File: config.mk
export PLATFORM = sky130hd
export DESIGN_NAME = xadac_vec_issue_ctrl
export DESIGN_NICKNAME = d
export VERILOG_FILES = /design/src/rtl/xadac_vec_issue_ctrl_pkg.sv /design/src/rtl/xadac_vec_issue_ctrl_id_table.sv /design/src/rtl/xadac_vec_issue_ctrl.sv
export SDC_FILE = /design/constraint.sdc
export NUM_CORES = 1
export LEC_CHECK = 0
export CORE_MARGIN = 2
export CORE_UTILIZATION = 25
export CTS_CLUSTER_SIZE = 40
export DETAILED_ROUTE_END_ITERATION = 10
export GPL_TIMING_DRIVEN = 1
export HOLD_SLACK_MARGIN = 0.06
export PLACE_DENSITY = 0.4
export SLEW_MARGIN = 25
export SYNTH_ARGS = -nofsm -noshare
export SYNTH_HDL_FRONTEND = slang
export SYNTH_SLANG_ARGS = --single-unit
File: constraint.sdc
create_clock -name clk_i -period 4.8 [get_ports clk_i]
set_clock_uncertainty 0.2 [all_clocks]
set_input_delay 0.96 -clock clk_i [delete_from_list [all_inputs] [get_ports clk_i]]
set_output_delay 0.96 -clock clk_i [all_outputs]
set_load 0.05 [all_outputs]
File: src/rtl/xadac_vec_issue_ctrl_pkg.sv
// Shared types and sizes for the XADAC vector issue controller.
package xadac_vec_issue_ctrl_pkg;

   localparam int unsigned NoVs         = 3;
   localparam int unsigned IdWidth      = 4;
   localparam int unsigned VecAddrWidth = 5;
   localparam int unsigned SbLen        = 2 ** IdWidth;
   localparam int unsigned NoVec        = 2 ** VecAddrWidth;

   // Count of busy IDs needs one extra bit so a full scoreboard is representable
   typedef logic [IdWidth:0]        SizeT;
   typedef logic [IdWidth-1:0]      IdT;
   typedef logic [VecAddrWidth-1:0] VecAddrT;

   typedef struct packed {
      IdT                 id;
      VecAddrT [NoVs-1:0] vs_addr;
      logic [NoVs-1:0]    vs_read;
      VecAddrT            vd_addr;
      logic               vd_clobber;
   } IssInfoT;

   typedef enum logic {
      RUN   = 1'b0,
      DRAIN = 1'b1
   } IssStateT;

endpackage

File: src/rtl/xadac_vec_issue_ctrl_id_table.sv
// Per-transaction-ID tracking: busy flag plus the destination register each
// in-flight ID will eventually release. Retire of an idle ID flags an error.
module xadac_id_table #(
   parameter int unsigned IdWidth      = 4,
   parameter int unsigned VecAddrWidth = 5
) (
   input  logic                      clk_i,
   input  logic                      rst_ni,
   input  logic                      alloc_valid,
   input  logic [IdWidth-1:0]        alloc_id,
   input  logic [VecAddrWidth-1:0]   alloc_vd,
   input  logic                      alloc_vd_vld,
   input  logic                      ret_valid,
   input  logic [IdWidth-1:0]        ret_id,
   output logic [(2**IdWidth)-1:0]   busy,
   output logic                      ret_hit,
   output logic [VecAddrWidth-1:0]   ret_vd,
   output logic                      ret_vd_vld,
   output logic                      err
);

   localparam int unsigned SbDepth = 2 ** IdWidth;

   logic [SbDepth-1:0]      busy_q;
   logic [VecAddrWidth-1:0] vd_q [SbDepth];
   logic [SbDepth-1:0]      vd_vld_q;
   logic                    err_q;

   assign busy       = busy_q;
   assign ret_hit    = ret_valid & busy_q[ret_id];
   assign ret_vd     = vd_q[ret_id];
   assign ret_vd_vld = vd_vld_q[ret_id];
   assign err        = err_q;

   // Allocate and retire never name the same ID in one cycle because the
   // issue side stalls on a busy ID, so the two updates are independent.
   always_ff @(posedge clk_i or negedge rst_ni) begin
      if (!rst_ni) begin
         busy_q   <= '0;
         vd_q     <= '{default: '0};
         vd_vld_q <= '0;
         err_q    <= 1'b0;
      end else begin
         if (ret_hit) begin
            busy_q[ret_id] <= 1'b0;
         end
         if (alloc_valid) begin
            busy_q[alloc_id]   <= 1'b1;
            vd_q[alloc_id]     <= alloc_vd;
            vd_vld_q[alloc_id] <= alloc_vd_vld;
         end
         err_q <= ret_valid & ~busy_q[ret_id];
      end
   end

endmodule

File: src/rtl/xadac_vec_issue_ctrl.sv
// Issue scheduler: stalls decoded vector instructions on register hazards,
// duplicate IDs, a full scoreboard or drain, and tracks pending writes.
module xadac_vec_issue_ctrl #(
   parameter int unsigned NoVs         = xadac_vec_issue_ctrl_pkg::NoVs,
   parameter int unsigned IdWidth      = xadac_vec_issue_ctrl_pkg::IdWidth,
   parameter int unsigned VecAddrWidth = xadac_vec_issue_ctrl_pkg::VecAddrWidth
) (
   input  logic                           clk_i,
   input  logic                           rst_ni,
   input  logic                           iss_valid_i,
   output logic                           iss_ready_o,
   input  logic [IdWidth-1:0]             iss_id_i,
   input  logic [NoVs*VecAddrWidth-1:0]   iss_vs_addr_i,
   input  logic [NoVs-1:0]                iss_vs_read_i,
   input  logic [VecAddrWidth-1:0]        iss_vd_addr_i,
   input  logic                           iss_vd_clobber_i,
   output logic                           exe_valid_o,
   input  logic                           exe_ready_i,
   input  logic                           ret_valid_i,
   input  logic [IdWidth-1:0]             ret_id_i,
   input  logic                           drain_i,
   output logic                           drained_o,
   output logic [IdWidth:0]               inflight_o,
   output logic                           err_o
);

   import xadac_vec_issue_ctrl_pkg::*;

   localparam int unsigned SbDepth  = 2 ** IdWidth;
   localparam int unsigned VecDepth = 2 ** VecAddrWidth;

   IssInfoT                 info;
   IssStateT                state_q, state_d;
   logic [VecDepth-1:0]     vd_pend_q;
   logic [IdWidth:0]        inflight_q;
   logic [SbDepth-1:0]      id_busy;
   logic                    ret_hit;
   logic [VecAddrWidth-1:0] ret_vd;
   logic                    ret_vd_vld;
   logic                    raw_hazard;
   logic                    waw_hazard;
   logic                    dup_id;
   logic                    sb_full;
   logic                    stall;
   logic                    issue_fire;

   // Bundle the decode payload into the shared issue-info record
   always_comb begin
      info            = '0;
      info.id         = iss_id_i;
      info.vs_addr    = iss_vs_addr_i;
      info.vs_read    = iss_vs_read_i;
      info.vd_addr    = iss_vd_addr_i;
      info.vd_clobber = iss_vd_clobber_i;
   end

   // Read-after-write: any enabled source names a register with a write pending
   always_comb begin
      raw_hazard = 1'b0;
      for (int k = 0; k < int'(NoVs); k++) begin
         if (info.vs_read[k] && vd_pend_q[info.vs_addr[k]]) begin
            raw_hazard = 1'b1;
         end
      end
   end

   assign waw_hazard  = info.vd_clobber & vd_pend_q[info.vd_addr];
   assign dup_id      = id_busy[info.id];
   assign sb_full     = (inflight_q == (IdWidth+1)'(SbDepth));
   assign stall       = raw_hazard | waw_hazard | dup_id | sb_full | (state_q == DRAIN);
   assign exe_valid_o = iss_valid_i & ~stall;
   assign iss_ready_o = exe_ready_i & ~stall;
   assign issue_fire  = iss_valid_i & iss_ready_o;
   assign drained_o   = (state_q == DRAIN) & (inflight_q == '0);
   assign inflight_o  = inflight_q;

   xadac_id_table #(
      .IdWidth      (IdWidth),
      .VecAddrWidth (VecAddrWidth)
   ) u_id_table (
      .clk_i        (clk_i),
      .rst_ni       (rst_ni),
      .alloc_valid  (issue_fire),
      .alloc_id     (info.id),
      .alloc_vd     (info.vd_addr),
      .alloc_vd_vld (info.vd_clobber),
      .ret_valid    (ret_valid_i),
      .ret_id       (ret_id_i),
      .busy         (id_busy),
      .ret_hit      (ret_hit),
      .ret_vd       (ret_vd),
      .ret_vd_vld   (ret_vd_vld),
      .err          (err_o)
   );

   // Pending-write bitmap: the WAW check guarantees set and clear never collide
   always_ff @(posedge clk_i or negedge rst_ni) begin
      if (!rst_ni) begin
         vd_pend_q <= '0;
      end else begin
         if (ret_hit && ret_vd_vld) begin
            vd_pend_q[ret_vd] <= 1'b0;
         end
         if (issue_fire && info.vd_clobber) begin
            vd_pend_q[info.vd_addr] <= 1'b1;
         end
      end
   end

   // In-flight count; simultaneous issue and retire cancel out
   always_ff @(posedge clk_i or negedge rst_ni) begin
      if (!rst_ni) begin
         inflight_q <= '0;
      end else begin
         case ({issue_fire, ret_hit})
            2'b10:   inflight_q <= inflight_q + (IdWidth+1)'(1);
            2'b01:   inflight_q <= inflight_q - (IdWidth+1)'(1);
            default: inflight_q <= inflight_q;
         endcase
      end
   end

   // Drain FSM state register
   always_ff @(posedge clk_i or negedge rst_ni) begin
      if (!rst_ni) begin
         state_q <= RUN;
      end else begin
         state_q <= state_d;
      end
   end

   // Drain FSM next state follows drain_i one cycle late
   always_comb begin
      state_d = state_q;
      case (state_q)
         RUN:     if (drain_i)  state_d = DRAIN;
         DRAIN:   if (!drain_i) state_d = RUN;
         default: state_d = RUN;
      endcase
   end

endmodule
-- Word-level counts from Yosys, hierarchy flattened
Index checks and enable logic that the tools add are counted.
Widths: inputs -> output; s select.
- register bits after elaboration: 151
- word-level logic and storage cells: 112
- equality and inequality tests: 3
- magnitude comparators: 14
- add/subtract/negate cells: 2
- bitwise gates (word level): 21
- muxes and demuxes: 38
- reductions and logical operators: 12
- operators with widths (operator ; count):
    $bwmux 80 ; 1
    $mux 32 ; 2
    $and 32x32->32 ; 1
    $mux 16 ; 2
    $not 32->32 ; 1
    $or 32x32->32 ; 1
    $lt 5x6->1 const B ; 5
    $bmux 1 s5 ; 4
    $bmux 5 s4 ; 1
    $demux 5 s4 ; 1
    $and 16x16->16 ; 1
    $bwmux 16 ; 1
    $not 16->16 ; 1
    $or 16x16->16 ; 1
    $mux 1 ; 15
    $mux 5 ; 3
    $bmux 1 s4 ; 3
    $demux 1 s5 ; 2
    $ge 5x1->1 const B ; 2
    $ge 5x5->1 const B ; 2
    $logic_and 1x1->1 ; 10
    $lt 4x5->1 const B ; 2
    $not 4->5 ; 2
    $pmux 5 s2 ; 1
    other kinds (13) ; 25

-- Depth between registers and ports, before layout
- word-level depth: 15
- mapped depth: 21

-- Hierarchy
From an unflattened synthesis, not the netlist that was laid out.
- cells, all modules: 686
- area, all modules: 8603.3 µm²
- by module, submodules not included (module ; cells an instance ; times used ; seq. area each (µm²) ; area each (µm²)):
    xadac_id_table ; 363 ; 1 ; 2827.7 ; 5377.7
    xadac_vec_issue_ctrl ; 323 ; 1 ; 950.9 ; 3225.6

-- Least setup slack after synthesis
Ideal clock, no wire load.
- kind: input-to-reg
- start point: input port iss_id_i[0]
- end point: register inflight_q[4] (netlist: inflight_o[4])
- setup slack: -212 ps
- stages: 19
- arrival: 4668 ps
- cells stage by stage: buf_2 -> mux4_2 -> mux4_2 -> a211o_1 -> nor4_2 -> buf_6 -> buf_12 -> buf_2 -> nand3_1 -> ha_1 -> clkbuf_1 -> xor2_1 -> ha_1 -> nor2b_1 -> a21oi_1 -> o22ai_1 -> nand2b_1 -> a21oi_1 -> xor2_1
- cells in the longest elaborated chain, start to end: 10
- elaborated cells between the ends (all ways): 12
- ends and longest elaborated chain (element ; RTL line ; RTL):
    start: declaration ; xadac_vec_issue_ctrl.sv:12 ; input logic [IdWidth-1:0] iss_id_i,
    $bmux 1 s4 (*) ; xadac_vec_issue_ctrl.sv:68 ; assign dup_id = id_busy[info.id];
    $mux 1 (implied by the code) (*) ; xadac_vec_issue_ctrl.sv:68 ;
    $or 1x1->1 (*) (3 in series) ; xadac_vec_issue_ctrl.sv:70 ; assign stall = raw_hazard | waw_hazard | dup_id | sb_full | (state_q == DRAIN);
    $not 1->1 (*) ; xadac_vec_issue_ctrl.sv:72 ; assign iss_ready_o = exe_ready_i & ~stall;
    $and 1x1->1 (*) ; xadac_vec_issue_ctrl.sv:72 ;
    $and 1x1->1 (*) ; xadac_vec_issue_ctrl.sv:73 ; assign issue_fire = iss_valid_i & iss_ready_o;
    $eq 2x1->1 / $eq 2x2->1 (equally long branches) ; xadac_vec_issue_ctrl.sv:115 ; case ({issue_fire, ret_hit})
    $pmux 5 s2 / $reduce_bool 2->1 (equally long branches) ; n/a ;
    end signal: assignment ; xadac_vec_issue_ctrl.sv:116 ; 2'b10: inflight_q <= inflight_q + (IdWidth+1)'(1);
    end signal: assignment ; xadac_vec_issue_ctrl.sv:117 ; 2'b01: inflight_q <= inflight_q - (IdWidth+1)'(1);
    end signal: assignment ; xadac_vec_issue_ctrl.sv:118 ; default: inflight_q <= inflight_q;
    end: declaration ; xadac_vec_issue_ctrl.sv:35 ; logic [IdWidth:0] inflight_q;
Every way passes the cells marked *; elsewhere a longest branch is shown, timed or not. The select of a mux whose other input is x is not followed.
A chain may end at the register's enable or synchronous reset.

-- Worst setup path in the final report
- start point: input port iss_vs_addr_i[11]
- end point: output port iss_ready_o
- cells in the longest elaborated chain, start to end: 10
- ends and longest elaborated chain (element ; RTL line ; RTL):
    start: declaration ; xadac_vec_issue_ctrl.sv:13 ; input logic [NoVs*VecAddrWidth-1:0] iss_vs_addr_i,
    $bmux 1 s5 ; xadac_vec_issue_ctrl.sv:61 ; if (info.vs_read[k] && vd_pend_q[info.vs_addr[k]]) begin
    $mux 1 (implied by the code) ; xadac_vec_issue_ctrl.sv:61 ;
    $logic_and 1x1->1 ; xadac_vec_issue_ctrl.sv:61 ;
    $mux 1 ; xadac_vec_issue_ctrl.sv:61 ;
    $or 1x1->1 (4 in series) ; xadac_vec_issue_ctrl.sv:70 ;
    $not 1->1 ; xadac_vec_issue_ctrl.sv:72 ;
    $and 1x1->1 ; xadac_vec_issue_ctrl.sv:72 ;
    end: declaration ; xadac_vec_issue_ctrl.sv:11 ; output logic iss_ready_o,
No other way between the ends. The select of a mux whose other input is x is not followed.

==> out/results.ini <==
[clocking]
numCtsBuffers = 17
clock-sinks = 151
cts_root_buf = clkbuf_16
cts_max_path_buffers = 2
cts_tree = done
clock_latency_ns = 0.42
htree_levels = 4
path_clk_slew_ns = 0.06
cts_hold_buf = 0

[finish]
syn2layout_area_growth_pct = 23.3
final_cell_count_no_fill = 1167
insertedDiodeCount = 0
final_layout_size_suffix_gt1_share_pct = 40.1
final_design_area_no_fill_sq_mm = 0.0103
utilization_pct = 31.1
nets = 748

[synthesis]
ys.warnings.count = 0
synth-edff-count = 0
synth_nets = 673
synthArstFlopShare_pct = 100
syn_inst = 632
postSynthAreaPerCell_sq_um = 13.3
yosys-top-cells-count = 151 x dfrtp_1, 80 x o21ai_0, 75 x mux2_2
ys.flop_type = dfrtp_1
synth-seq-cells = 151
synth_top_cell_by_area = dfrtp_1
synth.most_common_cell = dfrtp_1
yosysSeqAreaShare_pct = 45.0
synth.distinct_cells = 54
syn_area_sq_mm = 0.00839
synth_top_area_share_pct = 45.0
synth_area_leaders = dfrtp_1 45%, mux4_2 17%, mux2_2 10%

[power_and_ir_drop]
p_int_uw = 2580
ir_drop_v = 0.000194
comb_power_share_pct = 22.4
power_leakage_uw = 0.00453
switchingPower_uw = 1110
p_sw_share_pct = 30.1
powerDensity_mw_per_mm2 = 358
pwr-share-clk_pct = 34.8
seqPwrFrac_pct = 42.8

[floorplanning]
die_w_um = 187
start_util_pct = 25.2
rows = 67
die_h_um = 187
dieArea_sq_mm = 0.0350
core_area_sq_mm = 0.0333
ioPinCount = 47

[drt]
routed_wl_um = 23900
drtAntennaViolNets = 0
vias = 5733
first_pass_iters = 5
drt_iter0_markers = 390
routed_via_density = 4.91
routedWlPerCell_um = 20.5
drc = 0

[timing]
slew_violations = 0
final_hold_viol_count = 0
fmax_ghz = 0.214
min_period_ns = 4.68
min_period_over_period_pct = 97.5
rsz0062_at_grt = no
worst_pin_slew_ns = 0.933
slew_headroom_pct = 37.8
setup_viol = 0

[hold_path]
min_path_cells = 1
min_to = u_id_table.vd_q[26]
min_path_type = flip-flop to flip-flop
min_from = u_id_table.vd_q[26]

[grt]
met3_usage_pct = 2.40
grt_pass1_wl_um = 38100
grt_max_degree = 99
first_global_vias = 6221
grt.busiest_layer = met2
antenna_found_initial = 0
grtUsageMet1_pct = 19.3
overflow = 0
grt_use_total_pct = 14.2
grt_use_met2_pct = 23.9

[worst_setup_path]
cp-end-kind = output port
crit_arrival_ns = 3.52
critical_path_required_ns = 3.64
r2r_cells = 15
r2r-start = u_id_table.busy[12]
rrSetupSlack_ns = 0.90
path_class = primary input to output port
critPathMaxFanout = 5
startpoint = iss_vs_addr_i[11]
startpoint_type = primary input
worstReg2RegEnd = inflight_o[4]

[placement]
dpl.hpwl_um = 17400
placed_cells = 1135
gp_congestion = 0.806
post_dp_cell_area_sq_mm = 0.00977
port_buffers = 46

[outcome]
status = finished, final reports clean

[run]
max_cap_violations = 0

-- kinds of logic after synthesis --
kind of cell,after synthesis,synth area share [%]
muxes,180,34.7
DFF,151,45.0
and+or+nand+nor,129,8.94
AOI/OAI and AO/OA,105,7.06
buffers and inverters,58,3.19
xor gates and xnor gates,6,0.626
adders and majority gates,3,0.448
-- cell usage in the layout (no fill, tap or decap), types with 3 or more instances in the layout --
cell               n
o22ai_1            4
xor2_1             5
a21oi_1            5
clkinvlp_4         5
dfrtp_1          151
and3_1            10
nand3_1           13
nand3_2            6
nand2b_1          10
nand3_4            4
inv_1              7
nor2_1            13
mux2_2            75
nand2_1           38
nand3b_1           7
o21ai_0           80
mux2i_1           11
buf_12            11
buf_6              3
clkdlybuf4s50_1   38
inv_6              4
mux2_4            24
mux4_2            69
nor2b_1            7
clkbuf_16         17
buf_4             50
-- final cells by class --
| type | instances | area, sq um |
|---|---|---|
| sequential | 151 | 3780 |
| timing repair buffer | 107 | 1060 |
| multi-input combinational | 423 | 4360 |
| fill | 3374 | 22900 |
| clock inverter | 13 | 121 |
| clock buffer | 18 | 439 |
| tap | 448 | 561 |
| inverter | 7 | 26.3 |
-- routing by layer --
layer	routed length, um	part of all wire (%)
met5	0	0
met4	248	1.0
met3	775	3.2
met2	12000	50
met1	10900	46
-- worst max-delay path, cell delays in order --
cell and delay [ns]:
clkdlybuf4s50_1 0.47, buf_6 0.14, mux4_2 0.50, mux4_2 0.48, o221ai_2 0.18, o21ai_2 0.10, nor4_4 0.23, buf_4 0.17
and2_4 0.15, buf_12 0.13
-- how the worst max path moves through the flow --
stage	endpoint	slack, ns	cells after the start
global route	iss_ready_o	0.02	10
global placement	inflight_o[4]	-0.23	17
floorplan	inflight_o[4]	0.003	20
finish	iss_ready_o	0.12	10
detailed placement	inflight_o[4]	-0.32	17
CTS	iss_ready_o	0.03	10
-- flip-flops by register name, summed over array words and instances, names as in the netlist --
name and flops:
inflight_o 5, u_id_table.err 1, u_id_table.busy 16, u_id_table.vd_q 80, vd_pend_q 32, state_q 1, u_id_table.vd_vld_q 16
-- what timing repair did --
| item | in CTS | in global routing |
|---|---|---|
| setup buffers | 1 | 0 |
| setup endpoints to repair | 2 | 2 |
| endpoints found under the hold margin | 0 | 0 |
| resized for setup | 6 | 8 |
| pin swaps | 2 | 4 |
-- power by group through the flow --
stage / Sequential, uW / Combinational, uW / Clock (uW)
2_1_floorplan: 1610 / 509 / 0
3_3_place_gp: 1590 / 822 / 0
3_5_place_dp: 1600 / 832 / 0
4_1_cts: 1580 / 840 / 1320
5_1_grt: 1600 / 897 / 1380
6_report: 1580 / 830 / 1290
-- stage by stage --
step | TNS, ns | power [uW] | hold WS, ns | setup slack (ns)
6_report | 0 | 3700 | 0.302 | 0.118
5_1_grt | 0 | 3880 | 0.312 | 0.0187
4_1_cts | 0 | 3740 | 0.304 | 0.0287
2_1_floorplan | 0 | 2120 | 0.275 | 0.00312
3_5_place_dp | -3.89 | 2430 | 0.288 | -0.324
3_3_place_gp | -2.27 | 2420 | 0.282 | -0.229
No activity file was read; power rests on OpenSTA's default activity.
